--- config.mk ---
export PLATFORM = sky130hd
export DESIGN_NAME = fwd_hazard_ctrl_flat
export DESIGN_NICKNAME = d
export VERILOG_FILES = /design/src/rtl/fwd_hazard_ctrl_pkg.sv /design/src/rtl/fwd_hazard_ctrl_if.sv /design/src/rtl/fwd_hazard_ctrl_src_match.sv /design/src/rtl/fwd_hazard_ctrl.sv /design/src/flat_wrapper.sv
export SDC_FILE = /design/constraint.sdc
export NUM_CORES = 1
export LEC_CHECK = 0
export ABC_AREA = 1
export BUFFER_PORTS_ARGS = -buffer_cell sky130_fd_sc_hd__buf_2
export CAP_MARGIN = 20
export CORE_MARGIN = 2
export CORE_UTILIZATION = 50
export DETAILED_ROUTE_END_ITERATION = 6
export PLACE_DENSITY = 0.74
export SLEW_MARGIN = 25
export SYNTH_ARGS = -nofsm -noshare
export SYNTH_HDL_FRONTEND = slang
export SYNTH_SLANG_ARGS = --single-unit
--- constraint.sdc ---
create_clock -name clk -period 3.7 [get_ports clk]
set_clock_uncertainty 0.2 [all_clocks]
set_input_delay 0.74 -clock clk [delete_from_list [all_inputs] [get_ports clk]]
set_output_delay 0.74 -clock clk [all_outputs]
set_load 0.01 [all_outputs]
--- src/rtl/fwd_hazard_ctrl_pkg.sv ---
// Shared definitions for the forwarding/hazard controller: mux select codes,
// shadow-slot layout and the "slot writes register" predicate.
package fwd_hazard_ctrl_pkg;

    localparam int REG_ADDR_W_DEF = 3;
    localparam int CNT_W_DEF      = 16;

    // Slot rd field is sized for the widest supported register address;
    // narrower addresses are zero-extended before comparison.
    localparam int RD_MAX_W = 8;

    localparam logic [1:0] FWD_SEL_REG = 2'd0;
    localparam logic [1:0] FWD_SEL_MEM = 2'd1;
    localparam logic [1:0] FWD_SEL_WB  = 2'd2;

    typedef struct packed {
        logic                valid;
        logic [RD_MAX_W-1:0] rd;
        logic                reg_write;
        logic                mem_read;
    } slot_t;

    localparam slot_t SLOT_EMPTY = '0;

    function automatic logic slot_writes(input slot_t s,
                                         input logic [RD_MAX_W-1:0] r,
                                         input logic zero_reg);
        return s.valid && s.reg_write && (s.rd == r) && !(zero_reg && (r == '0));
    endfunction

endpackage

--- src/rtl/fwd_hazard_ctrl_if.sv ---
// ID-stage request and EX-stage control bundle between the pipeline and the
// forwarding/hazard controller.
interface fwd_hazard_ctrl_if
    import fwd_hazard_ctrl_pkg::*;
#(
    parameter int REG_ADDR_W = REG_ADDR_W_DEF,
    parameter int CNT_W      = CNT_W_DEF
);
    logic                  hold;
    logic                  flush;
    logic                  id_valid;
    logic [REG_ADDR_W-1:0] id_rs1;
    logic [REG_ADDR_W-1:0] id_rs2;
    logic                  id_use_rs1;
    logic                  id_use_rs2;
    logic [REG_ADDR_W-1:0] id_rd;
    logic                  id_reg_write;
    logic                  id_mem_read;
    logic                  stall;
    logic [1:0]            fwd_sel_a;
    logic [1:0]            fwd_sel_b;
    logic [CNT_W-1:0]      stall_count;

    modport master (
        output hold, flush, id_valid, id_rs1, id_rs2, id_use_rs1, id_use_rs2,
               id_rd, id_reg_write, id_mem_read,
        input  stall, fwd_sel_a, fwd_sel_b, stall_count
    );

    modport slave (
        input  hold, flush, id_valid, id_rs1, id_rs2, id_use_rs1, id_use_rs2,
               id_rd, id_reg_write, id_mem_read,
        output stall, fwd_sel_a, fwd_sel_b, stall_count
    );
endinterface

--- src/rtl/fwd_hazard_ctrl_src_match.sv ---
// Per-operand source matcher: compares one ID source against the EX and MEM
// shadow slots and returns the forwarding select plus a load-use hit.
module fwd_src_match
    import fwd_hazard_ctrl_pkg::*;
#(
    parameter int REG_ADDR_W = REG_ADDR_W_DEF,
    parameter int ZERO_REG   = 1
) (
    input  logic                  src_used,
    input  logic [REG_ADDR_W-1:0] src,
    input  slot_t                 ex_slot,
    input  slot_t                 mem_slot,
    output logic                  load_hit,
    output logic [1:0]            sel
);
    logic [RD_MAX_W-1:0] src_ext;
    logic                ex_hit;
    logic                mem_hit;
    logic                unused_mem_load;

    assign src_ext = RD_MAX_W'(src);
    assign ex_hit  = src_used && slot_writes(ex_slot,  src_ext, ZERO_REG != 0);
    assign mem_hit = src_used && slot_writes(mem_slot, src_ext, ZERO_REG != 0);

    // A load already in MEM has its data by the time the consumer reaches EX.
    assign unused_mem_load = mem_slot.mem_read;

    // EX producer is the newest and lands in MEM when the consumer is in EX;
    // a MEM producer lands in WB.
    always_comb begin
        sel = FWD_SEL_REG;
        if (ex_hit) begin
            sel = FWD_SEL_MEM;
        end else if (mem_hit) begin
            sel = FWD_SEL_WB;
        end
    end

    assign load_hit = ex_hit && ex_slot.mem_read;
endmodule

--- src/rtl/fwd_hazard_ctrl.sv ---
// Forwarding and load-use hazard controller: shadows the EX/MEM/WB destination
// registers and drives registered operand-mux selects plus a stall request.
module fwd_hazard_ctrl
    import fwd_hazard_ctrl_pkg::*;
#(
    parameter int REG_ADDR_W = REG_ADDR_W_DEF,
    parameter int ZERO_REG   = 1,
    parameter int CNT_W      = CNT_W_DEF
) (
    input  logic             clk,
    input  logic             rst,
    fwd_hazard_ctrl_if.slave bus
);
    localparam int N_SRC = 2;

    slot_t                 ex_reg;
    slot_t                 mem_reg;
    slot_t                 wb_reg;
    slot_t                 id_slot;
    logic [1:0]            sel_reg   [N_SRC];
    logic [1:0]            sel_next  [N_SRC];
    logic                  load_hit  [N_SRC];
    logic [REG_ADDR_W-1:0] src       [N_SRC];
    logic                  src_used  [N_SRC];
    logic                  stall_next;
    logic [CNT_W-1:0]      stall_count_reg;
    logic                  unused_wb;

    assign src[0]      = bus.id_rs1;
    assign src[1]      = bus.id_rs2;
    assign src_used[0] = bus.id_valid && bus.id_use_rs1;
    assign src_used[1] = bus.id_valid && bus.id_use_rs2;

    generate
        for (genvar gi = 0; gi < N_SRC; gi++) begin : g_src
            fwd_src_match #(
                .REG_ADDR_W (REG_ADDR_W),
                .ZERO_REG   (ZERO_REG)
            ) u_match (
                .src_used (src_used[gi]),
                .src      (src[gi]),
                .ex_slot  (ex_reg),
                .mem_slot (mem_reg),
                .load_hit (load_hit[gi]),
                .sel      (sel_next[gi])
            );
        end
    endgenerate

    // Flush kills the ID instruction, so it can never be the one stalling.
    assign stall_next = bus.id_valid && (load_hit[0] || load_hit[1]) && !bus.flush;

    always_comb begin
        id_slot           = SLOT_EMPTY;
        id_slot.valid     = bus.id_valid;
        id_slot.rd        = RD_MAX_W'(bus.id_rd);
        id_slot.reg_write = bus.id_reg_write;
        id_slot.mem_read  = bus.id_mem_read;
    end

    always_ff @(posedge clk) begin
        if (rst) begin
            ex_reg          <= SLOT_EMPTY;
            mem_reg         <= SLOT_EMPTY;
            wb_reg          <= SLOT_EMPTY;
            stall_count_reg <= '0;
            for (int i = 0; i < N_SRC; i++) begin
                sel_reg[i] <= FWD_SEL_REG;
            end
        end else if (!bus.hold) begin
            // Older instructions always advance; only the ID entry is gated.
            mem_reg <= ex_reg;
            wb_reg  <= mem_reg;
            if (bus.flush || stall_next) begin
                ex_reg <= SLOT_EMPTY;
                for (int i = 0; i < N_SRC; i++) begin
                    sel_reg[i] <= FWD_SEL_REG;
                end
            end else begin
                ex_reg <= id_slot;
                for (int i = 0; i < N_SRC; i++) begin
                    sel_reg[i] <= sel_next[i];
                end
            end
            if (stall_next && (stall_count_reg != '1)) begin
                stall_count_reg <= stall_count_reg + CNT_W'(1);
            end
        end
    end

    // WB slot only mirrors retirement for debug visibility; nothing forwards from it.
    assign unused_wb = ^wb_reg;

    assign bus.stall       = stall_next;
    assign bus.fwd_sel_a   = sel_reg[0];
    assign bus.fwd_sel_b   = sel_reg[1];
    assign bus.stall_count = stall_count_reg;
endmodule

--- src/flat_wrapper.sv ---
// flat-port wrapper written by rule: the top's interface ports become plain ports
module fwd_hazard_ctrl_flat import fwd_hazard_ctrl_pkg::*;
#(
    parameter int REG_ADDR_W = REG_ADDR_W_DEF,
    parameter int ZERO_REG   = 1,
    parameter int CNT_W      = CNT_W_DEF
)
  (clk, rst, bus_hold, bus_flush, bus_id_valid, bus_id_rs1, bus_id_rs2, bus_id_use_rs1, bus_id_use_rs2, bus_id_rd, bus_id_reg_write, bus_id_mem_read, bus_stall, bus_fwd_sel_a, bus_fwd_sel_b, bus_stall_count);
  fwd_hazard_ctrl_if #(.REG_ADDR_W(REG_ADDR_W), .CNT_W(CNT_W)) bus_i ();
  input  logic clk;
  input  logic rst;
  input wire logic [$bits(bus_i.hold)-1:0] bus_hold;
  input wire logic [$bits(bus_i.flush)-1:0] bus_flush;
  input wire logic [$bits(bus_i.id_valid)-1:0] bus_id_valid;
  input wire logic [$bits(bus_i.id_rs1)-1:0] bus_id_rs1;
  input wire logic [$bits(bus_i.id_rs2)-1:0] bus_id_rs2;
  input wire logic [$bits(bus_i.id_use_rs1)-1:0] bus_id_use_rs1;
  input wire logic [$bits(bus_i.id_use_rs2)-1:0] bus_id_use_rs2;
  input wire logic [$bits(bus_i.id_rd)-1:0] bus_id_rd;
  input wire logic [$bits(bus_i.id_reg_write)-1:0] bus_id_reg_write;
  input wire logic [$bits(bus_i.id_mem_read)-1:0] bus_id_mem_read;
  output wire logic [$bits(bus_i.stall)-1:0] bus_stall;
  output wire logic [$bits(bus_i.fwd_sel_a)-1:0] bus_fwd_sel_a;
  output wire logic [$bits(bus_i.fwd_sel_b)-1:0] bus_fwd_sel_b;
  output wire logic [$bits(bus_i.stall_count)-1:0] bus_stall_count;
  assign bus_i.hold = bus_hold;
  assign bus_i.flush = bus_flush;
  assign bus_i.id_valid = bus_id_valid;
  assign bus_i.id_rs1 = bus_id_rs1;
  assign bus_i.id_rs2 = bus_id_rs2;
  assign bus_i.id_use_rs1 = bus_id_use_rs1;
  assign bus_i.id_use_rs2 = bus_id_use_rs2;
  assign bus_i.id_rd = bus_id_rd;
  assign bus_i.id_reg_write = bus_id_reg_write;
  assign bus_i.id_mem_read = bus_id_mem_read;
  assign bus_stall = bus_i.stall;
  assign bus_fwd_sel_a = bus_i.fwd_sel_a;
  assign bus_fwd_sel_b = bus_i.fwd_sel_b;
  assign bus_stall_count = bus_i.stall_count;
  fwd_hazard_ctrl #(.REG_ADDR_W(REG_ADDR_W), .ZERO_REG(ZERO_REG), .CNT_W(CNT_W)) u_core (.clk(clk), .rst(rst), .bus(bus_i));
endmodule
* After elaboration in Yosys (flattened, before gate mapping)
Memories as Yosys holds them, arrays and structs flattened.
Index checks and enable logic that the tools add are counted.
** Storage, ports and cells
- Flip-flop bits (word level) :: 37
- RAM bits :: 4
- Output and inout port bits :: 21
- Memories :: 1
** Operators by class
- $add $sub $neg :: 1
- Equality and inequality tests :: 5
- Mux-type cells :: 19
- Bitwise gates (word level) :: 5
- Reduce and logical (&&, ||, !) cells :: 29
** Memories
- u_core.sel_reg :: depth 2, width 2, rd ports 2, clocked after memory_dff 0, write ports 2, RTL line fwd_hazard_ctrl.sv:20 : logic [1:0] sel_reg [N_SRC];
** Operators with widths (number)
- $eq A8 B3 Y1 :: 4
- $logic_and A1 B1 Y1 :: 21
- $add A16 B1 Y16 const B :: 1
- $logic_not A8 Y1 :: 2
- $mux W2 :: 8
- $ne A16 B16 Y1 const B :: 1
- $mux W11 :: 1
- $mux W1 :: 10
- $or A1 B1 Y1 :: 4
- $logic_not A1 Y1 :: 3
- $logic_or A1 B1 Y1 :: 2
- $reduce_and A2 Y1 :: 1
- $not A1 Y1 :: 1

* Logic depth before layout (Yosys ltp)
Gate-level depths: netlist (run 1).
- Depth after elaboration :: 15
- Depth in mapped cells :: 12
- Gate-level depth less buffers :: 11

* By module
A second synthesis (run 1) with hierarchy kept.
** Second synthesis, totals
- Cell total of the unflattened synthesis :: 328
- Area total of the unflattened synthesis :: 1980.6 um^2
** By module, submodules not included
- fwd_hazard_ctrl :: instances 1, cells an instance 228, area an instance 1570.3 um^2, seq. area each 680.7 um^2
- fwd_src_match :: instances 2, cells an instance 50, area an instance 205.2 um^2, seq. area each 0.0 um^2

* Worst setup path before layout (run 1)
Ideal clock, no wire load.
- Kind :: in2out
- Start :: in bus_id_use_rs1
- End :: out bus_stall
- Data arrival time :: 1.350 ns
- Path slack :: 1.410 ns
- Cell stages on the path :: 8
- Cells stage by stage :: nand2_1 > clkinv_1 > nand2_1 > nor2_1 > nand3_2 > nand2_2 > nand3_4 > inv_1
** Between the ends
- Cells in the longest elaborated chain, start to end :: 6
** RTL lines
- start, declared :: RTL line flat_wrapper.sv:17 : input wire logic [$bits(bus_i.id_use_rs1)-1:0] bus_id_use_rs1;
- $logic_and A1 B1 Y1 :: RTL line fwd_hazard_ctrl.sv:31 : assign src_used[0] = bus.id_valid && bus.id_use_rs1;
- $logic_and A1 B1 Y1 :: RTL line fwd_hazard_ctrl_src_match.sv:22 : assign ex_hit = src_used && slot_writes(ex_slot, src_ext, ZERO_REG != 0);
- $logic_and A1 B1 Y1 :: RTL line fwd_hazard_ctrl_src_match.sv:39 : assign load_hit = ex_hit && ex_slot.mem_read;
- $logic_or A1 B1 Y1 :: RTL line fwd_hazard_ctrl.sv:51 : assign stall_next = bus.id_valid && (load_hit[0] || load_hit[1]) && !bus.flush;
- $logic_and A1 B1 Y1 (2 in a row) :: RTL line fwd_hazard_ctrl.sv:51
- end, declared :: RTL line flat_wrapper.sv:22 : output wire logic [$bits(bus_i.stall)-1:0] bus_stall;
No other way between the ends.

* Worst setup path in the final report (run 1)
- Start :: in bus_id_rs1[0]
- End :: out bus_stall
** Between the ends
- Cells in the longest elaborated chain, start to end :: 8
** RTL lines
- start, declared :: RTL line flat_wrapper.sv:15 : input wire logic [$bits(bus_i.id_rs1)-1:0] bus_id_rs1;
- $eq A8 B3 Y1 / $logic_not A8 Y1 (equally long branches) :: RTL line fwd_hazard_ctrl_pkg.sv:28 : return s.valid && s.reg_write && (s.rd == r) && !(zero_reg && (r == '0));
- $logic_and A1 B1 Y1 / $logic_not A1 Y1 (equally long branches) :: RTL line fwd_hazard_ctrl_pkg.sv:28
- $logic_and A1 B1 Y1 (*) :: RTL line fwd_hazard_ctrl_pkg.sv:28
- $logic_and A1 B1 Y1 (*) :: RTL line fwd_hazard_ctrl_src_match.sv:22
- $logic_and A1 B1 Y1 (*) :: RTL line fwd_hazard_ctrl_src_match.sv:39
- $logic_or A1 B1 Y1 (*) :: RTL line fwd_hazard_ctrl.sv:51
- $logic_and A1 B1 Y1 (*) (2 in a row) :: RTL line fwd_hazard_ctrl.sv:51
Mark *: on every way between the ends. The rest lies on a longest branch, timed or not.

==> results of run 1 <==
[tightest hold or removal path, delay by kind of cell, from the launching register on]
family           cells  cell delay [ns]
and+or+nand+nor      2             0.10
DFF                  1             0.32
[final timing paths]
kind / endpoint / slack, ns / depth (start not counted)
min reg2reg: u_core.mem_reg[10] / 0.26 / 2
min: u_core.mem_reg[10] / 0.26 / 2
max: bus_stall / 1.11 / 8
max reg2reg: u_core.bus.stall_count[10] / 1.62 / 10
[final cells by class]
class / count / area, um2 / area share
clock buffer: 7 / 45.0 / 0.0217
inverter: 40 / 150 / 0.0723
multi-input combinational: 187 / 972 / 0.468
sequential: 31 / 661 / 0.318
tap: 46 / 57.6 / 0.0277
timing repair buffer: 38 / 190 / 0.0916
[cell usage in the layout (no fill, tap or decap), types with 4 or more instances in the layout]
cell      netlist  routed
nand2_1        73      73
nor2_1         39      39
buf_2           2      38
inv_1          35      35
dfxtp_1        27      27
nand3_1        17      17
a21oi_2         8       8
xor2_1          7       7
o21ai_0         7       7
xnor2_1         6       6
nand4_1         6       6
clkbuf_4        0       5
nor2_2          4       4
nand3_2         4       4
edfxtp_1        4       4
[layer usage]
layer  track usage  vias to the layer above  share of wire
met5             0                        -              0
met4         0.104                        0          0.021
met3        0.0493                        7          0.046
met2         0.303                       37           0.42
met1         0.266                      752           0.51
li1              -                      902              -
[cell families after synthesis]
| kind of cell | Yosys count | share of synthesized area |
|---|---|---|
| buffers and inverters | 44 | 0.103 |
| xor gates and xnor gates | 13 | 0.0625 |
| DFF | 31 | 0.363 |
| and+or+nand+nor | 154 | 0.393 |
| adders and majority gates | 1 | 0.00687 |
| AOI/OAI and AO/OA | 19 | 0.0715 |
[power breakdown]
group / switching [mW] / internal (mW) / leakage, nW
Combinational: 0.0316 / 0.0178 / 0.752
Clock: 0.116 / 0.0714 / 0.0254
Sequential: 0.00331 / 0.345 / 0.263
[per-stage QoR]
stage / power [mW] / setup slack, ns
6_report: 0.585 / 1.11
3_3_place_gp: 0.406 / 1.15
4_1_cts: 0.592 / 1.12
3_5_place_dp: 0.406 / 1.12
5_1_grt: 0.612 / 0.984
2_1_floorplan: 0.385 / 1.41
==> flow_summary.yaml, run 1 <==
run_status:
  status: "finished, final reports clean"
setup_path:
  r2r_start: "u_core.bus.stall_count[0]"
  crit_buf_inv: 3
  worst_path_dominant_cell_family: "simple AND/OR/NAND/NOR gates"
  worst-endpoint-required_ns: 2.76
  slowest_stage: "nor3_1"
  crit_arrival_ns: 1.65
  crit_start: "bus_id_rs1[0]"
  path_class: "in2out"
  cp_cell_sequence: "buf_2, nor3_1, nor2_1, nand3_2, nand2_2, nand3_4, inv_1, buf_2"
  worst_path_most_repeated_cell: "buf_2"
  timing.critical_path.from_type: "input port"
  critical_path.max_stage_delay_ns: 0.27
  critical_path.endpoint_type: "output pin"
  crit_path_max_fanout: 4
clock_tree:
  post-cts-setup-buffer-count: 0
  worstSkewPairLatency_ns: 0.35
  cts.hold.buffers_added: 0
  cts_root_buf: "clkbuf_4"
  clkSlewWorstSetupHoldPaths_ns: 0.09
  cts_inserted_buffers: 5
  cts_max_level: 2
  tritoncts: "yes"
  clockBufferDepth: 2
  cts_resized: 0
  numClockSinks: 31
worst_hold_path:
  min_path_type: "reg2reg"
  hold_start: "u_core.mem_reg[10]"
final_layout:
  final_design_area_no_fill_mm2: 0.00208
  final.fill_count: 341
  nets: 322
  layout.core_utilization: 0.608
  fraction_of_layout_instances_using_a_drive_strength_above_1: 0.224
  non_filler_instance_count_after_layout: 349
  largest_reg_flops: 16
  area.growth.synth_to_final_pct: 14.0
  antenna_cells_inserted: 0
synthesis:
  netlist.top_cell.by_area: "dfxtp_1"
  synth_cells: 262
  ys_seq_area_frac: 0.363
  synth.most_common_cell: "nand2_1"
  synth.area.top_cells: "dfxtp_1 (30%), nand2_1 (15%), nor2_1 (8.0%)"
  netlist_top_cells_count: "nand2_1 (73), nor2_1 (39), inv_1 (35)"
  dominantRegCellSynth: "dfxtp_1"
  mappedNetlistNets: 281
  post_synth_instance_area_mm2: 0.00182
  synth.distinct_cells: 32
  synthesis.area_per_instance_um2: 6.95
  synth-seq-cells: 31
  proportion_of_netlist_area_held_by_the_largest_area_contributor: 0.297
  number_of_synthesized_flops_with_an_enable_pin: 4
  postSynth.asyncResetShare: 0
  ys.warnings.count: 0
routing:
  routed_wirelength_mm: 3.77
  remaining_design_rule_violation_count: 0
  drtIter0Drc: 81
  antenna_left: 0
  vias: 1698
  firstDrtPassIters: 4
  drt-wirelength-per-cell_um: 10.8
  vias_per_cell: 4.87
sta:
  final-setup-viol-count: 0
  achievable-frequency_ghz: 0.386
  rsz0062_at_grt: "no"
  drv_slew: 0
  hold_viol_final: 0
  finalCriticalPeriod_ns: 2.59
  timing.final.crit_share: 0.701
  fin_setup_tns_ns: 0
  fin_hold_ws_ns: 0.261
  worst_pin_slew_ns: 0.492
  slew_headroom: 0.671
die:
  floorplan.initialDensity: 0.533
  row_count: 21
  die-area_mm2: 0.00414
  die_width_um: 64.3
  die_h_um: 64.3
  io_pins: 39
  core-area_mm2: 0.00342
place:
  place_inst: 342
  place.detailed.hpwl_mm: 2.83
  place.gp.congestion: 0.917
  dpl_cell_area_mm2: 0.00203
  port_buffers: 38
global_route:
  initial_antenna_violation_count: 0
  grt_start_max_net_pins: 18
  first_global_vias: 1463
  global_route.usage.total: 0.201
  grt_pass1_wl_mm: 6.44
  gr-total-overflow: 0
run:
  max_cap_violations: 0
power:
  power.ir.vdd_worst_v: 0.000141
  power.static_leakage_nw: 1.04
  powerDensity_mw_per_mm2: 282
Power figures use the tool's default switching activity.
==> run 2, diff against run 1 <==
Clock period 3.7 ns to 2.4 ns, I/O delays scaled along.
==> run 2 against run 1 <==
Net effect: die area unchanged; flip-flop and latch count unchanged; via count increased by 1.4%; critical path depth increased by 1; sequential power increased by 54%; total power increased by 55%; non-clock buffer count increased by 2; clock power increased by 55%; largest power group unchanged.
==> flow_summary.yaml, run 2 (synthesis gave the netlist of run 1 again) <==
run_status:
  status: "finished, final reports clean"
setup_path:
  worst-r2r-setup-slack_ns: 0.34
  critical_path.max_stage_delay_ns: 0.37
  worst_path_dominant_cell_family: "simple AND/OR/NAND/NOR gates"
  critical_path.endpoint_type: "output pin"
  crit_path_max_fanout: 4
  crit_buf_inv: 3
  crit_arrival_ns: 1.56
  slowest_stage: "dfxtp_2"
  timing.critical_path.from_type: "register"
  cp_cell_sequence: "inv_1, nand2_1, nand2_1, nor2_1, nand3_2, nand2_2, nand3_4, inv_1, buf_2"
  worst-endpoint-required_ns: 1.72
  path_class: "reg2out"
die:
  die_width_um: 64.3
  die_h_um: 64.3
  floorplan.initialDensity: 0.533
  core-area_mm2: 0.00342
  io_pins: 39
  row_count: 21
  die-area_mm2: 0.00414
place:
  dpl_cell_area_mm2: 0.00205
  port_buffers: 38
  place.gp.congestion: 0.966
  place.detailed.hpwl_mm: 2.98
  place_ws_ns: 0.239
  place_inst: 344
routing:
  routed_wirelength_mm: 3.92
  route.met3.wl_um: 229
  drt-wirelength-per-cell_um: 11.1
  remaining_design_rule_violation_count: 0
  vias: 1722
  met2RoutedLength_mm: 1.72
  antenna_left: 0
  drtIter0Drc: 88
  vias_per_cell: 4.89
  met1_length_mm: 1.90
  route.top_layer_used: "met4"
  firstDrtPassIters: 4
clock_tree:
  cts_inserted_buffers: 5
  clkSlewWorstSetupHoldPaths_ns: 0.09
  cts_root_buf: "clkbuf_4"
  clockBufferDepth: 2
  worstSkewPairLatency_ns: 0.33
  numClockSinks: 31
  cts_max_level: 2
  tritoncts: "yes"
  post-cts-setup-buffer-count: 0
sta:
  achievable-frequency_ghz: 0.446
  timing.final.crit_share: 0.934
  final-setup-viol-count: 0
  finalCriticalPeriod_ns: 2.24
  drv_slew: 0
  slew_headroom: 0.667
  hold_viol_final: 0
  rsz0062_at_grt: "no"
  fin_hold_ws_ns: 0.131
  layout_setup_ws_ns: 0.158
  fin_setup_tns_ns: 0
  worst_pin_slew_ns: 0.497
final_layout:
  area.growth.synth_to_final_pct: 15.1
  fraction_of_layout_instances_using_a_drive_strength_above_1: 0.232
  layout.cells.most_common_list: "nand2_1 (73), nor2_1 (39), buf_2 (38)"
  final_design_area_no_fill_mm2: 0.00210
  layout.core_utilization: 0.614
  nets: 324
  largest_reg_flops: 16
  non_filler_instance_count_after_layout: 352
  final_common_cell: "nand2_1"
  antenna_cells_inserted: 0
power:
  power.static_leakage_nw: 1.05
  totalPowerFinal_mw: 0.906
  powerDensity_mw_per_mm2: 432
  power.ir.vdd_worst_v: 0.000221
global_route:
  initial_antenna_violation_count: 0
  global_route.usage.total: 0.208
  grt_start_max_net_pins: 18
  first_global_vias: 1538
  gr-total-overflow: 0
  grt_pass1_wl_mm: 6.71
run:
  max_cap_violations: 0
worst_hold_path:
  min_path_type: "in2reg"
run 2: cell types whose count changed in the layout (fill, tap and decap cells not counted), sizes merged:
cell / previous run / this run
buf: 38 / 40
clkbuf: 7 / 6
clkinv: 3 / 5
run 2: worst paths after layout:
path / end / depth (start not counted) / from
max: bus_stall / 9 / u_core.ex_reg[3]
min: u_core.ex_reg[0] / 3 / bus_id_mem_read
min reg2reg: u_core.mem_reg[10] / 2 / u_core.mem_reg[10]
max reg2reg: u_core.bus.stall_count[10] / 10 / u_core.bus.stall_count[0]
run 2: report_power, final:
group	switching [mW]	internal [mW]	leakage [nW]	total (mW)
clock network	0.180	0.108	0.0273	0.289
logic	0.0494	0.0296	0.761	0.0789
registers	0.00543	0.533	0.263	0.538
run 2: area by class of cell:
| type | instances | area (um2) |
|---|---|---|
| fill | 331 | 1320 |
| multi-input combinational | 187 | 972 |
| sequential | 31 | 662 |
| timing repair buffer | 40 | 205 |
| inverter | 40 | 150 |
| tap | 46 | 57.6 |
| clock buffer | 6 | 41.3 |
| clock inverter | 2 | 7.51 |
run 2: worst reg2reg max path, stage by stage (launching register included):
cell,delay (ns)
dfxtp_1,0.44
ha_1,0.23
nand2_1,0.06
inv_1,0.09
nand3_1,0.12
nor2_1,0.19
nand4_1,0.13
nand4_2,0.29
nand2_1,0.10
nand2_1,0.07
nor2_1,0.04
run 2: layer usage:
metal / up-vias / GRT usage
li1: 909 / -
met1: 761 / 0.278
met2: 43 / 0.314
met3: 9 / 0.0528
met4: 0 / 0.0957
met5: - / 0
run 2: repair_timing:
item                                    CTS  global route
endpoints found under the setup margin    0             1
resized for setup                         0             1
hold buffers                              0             0
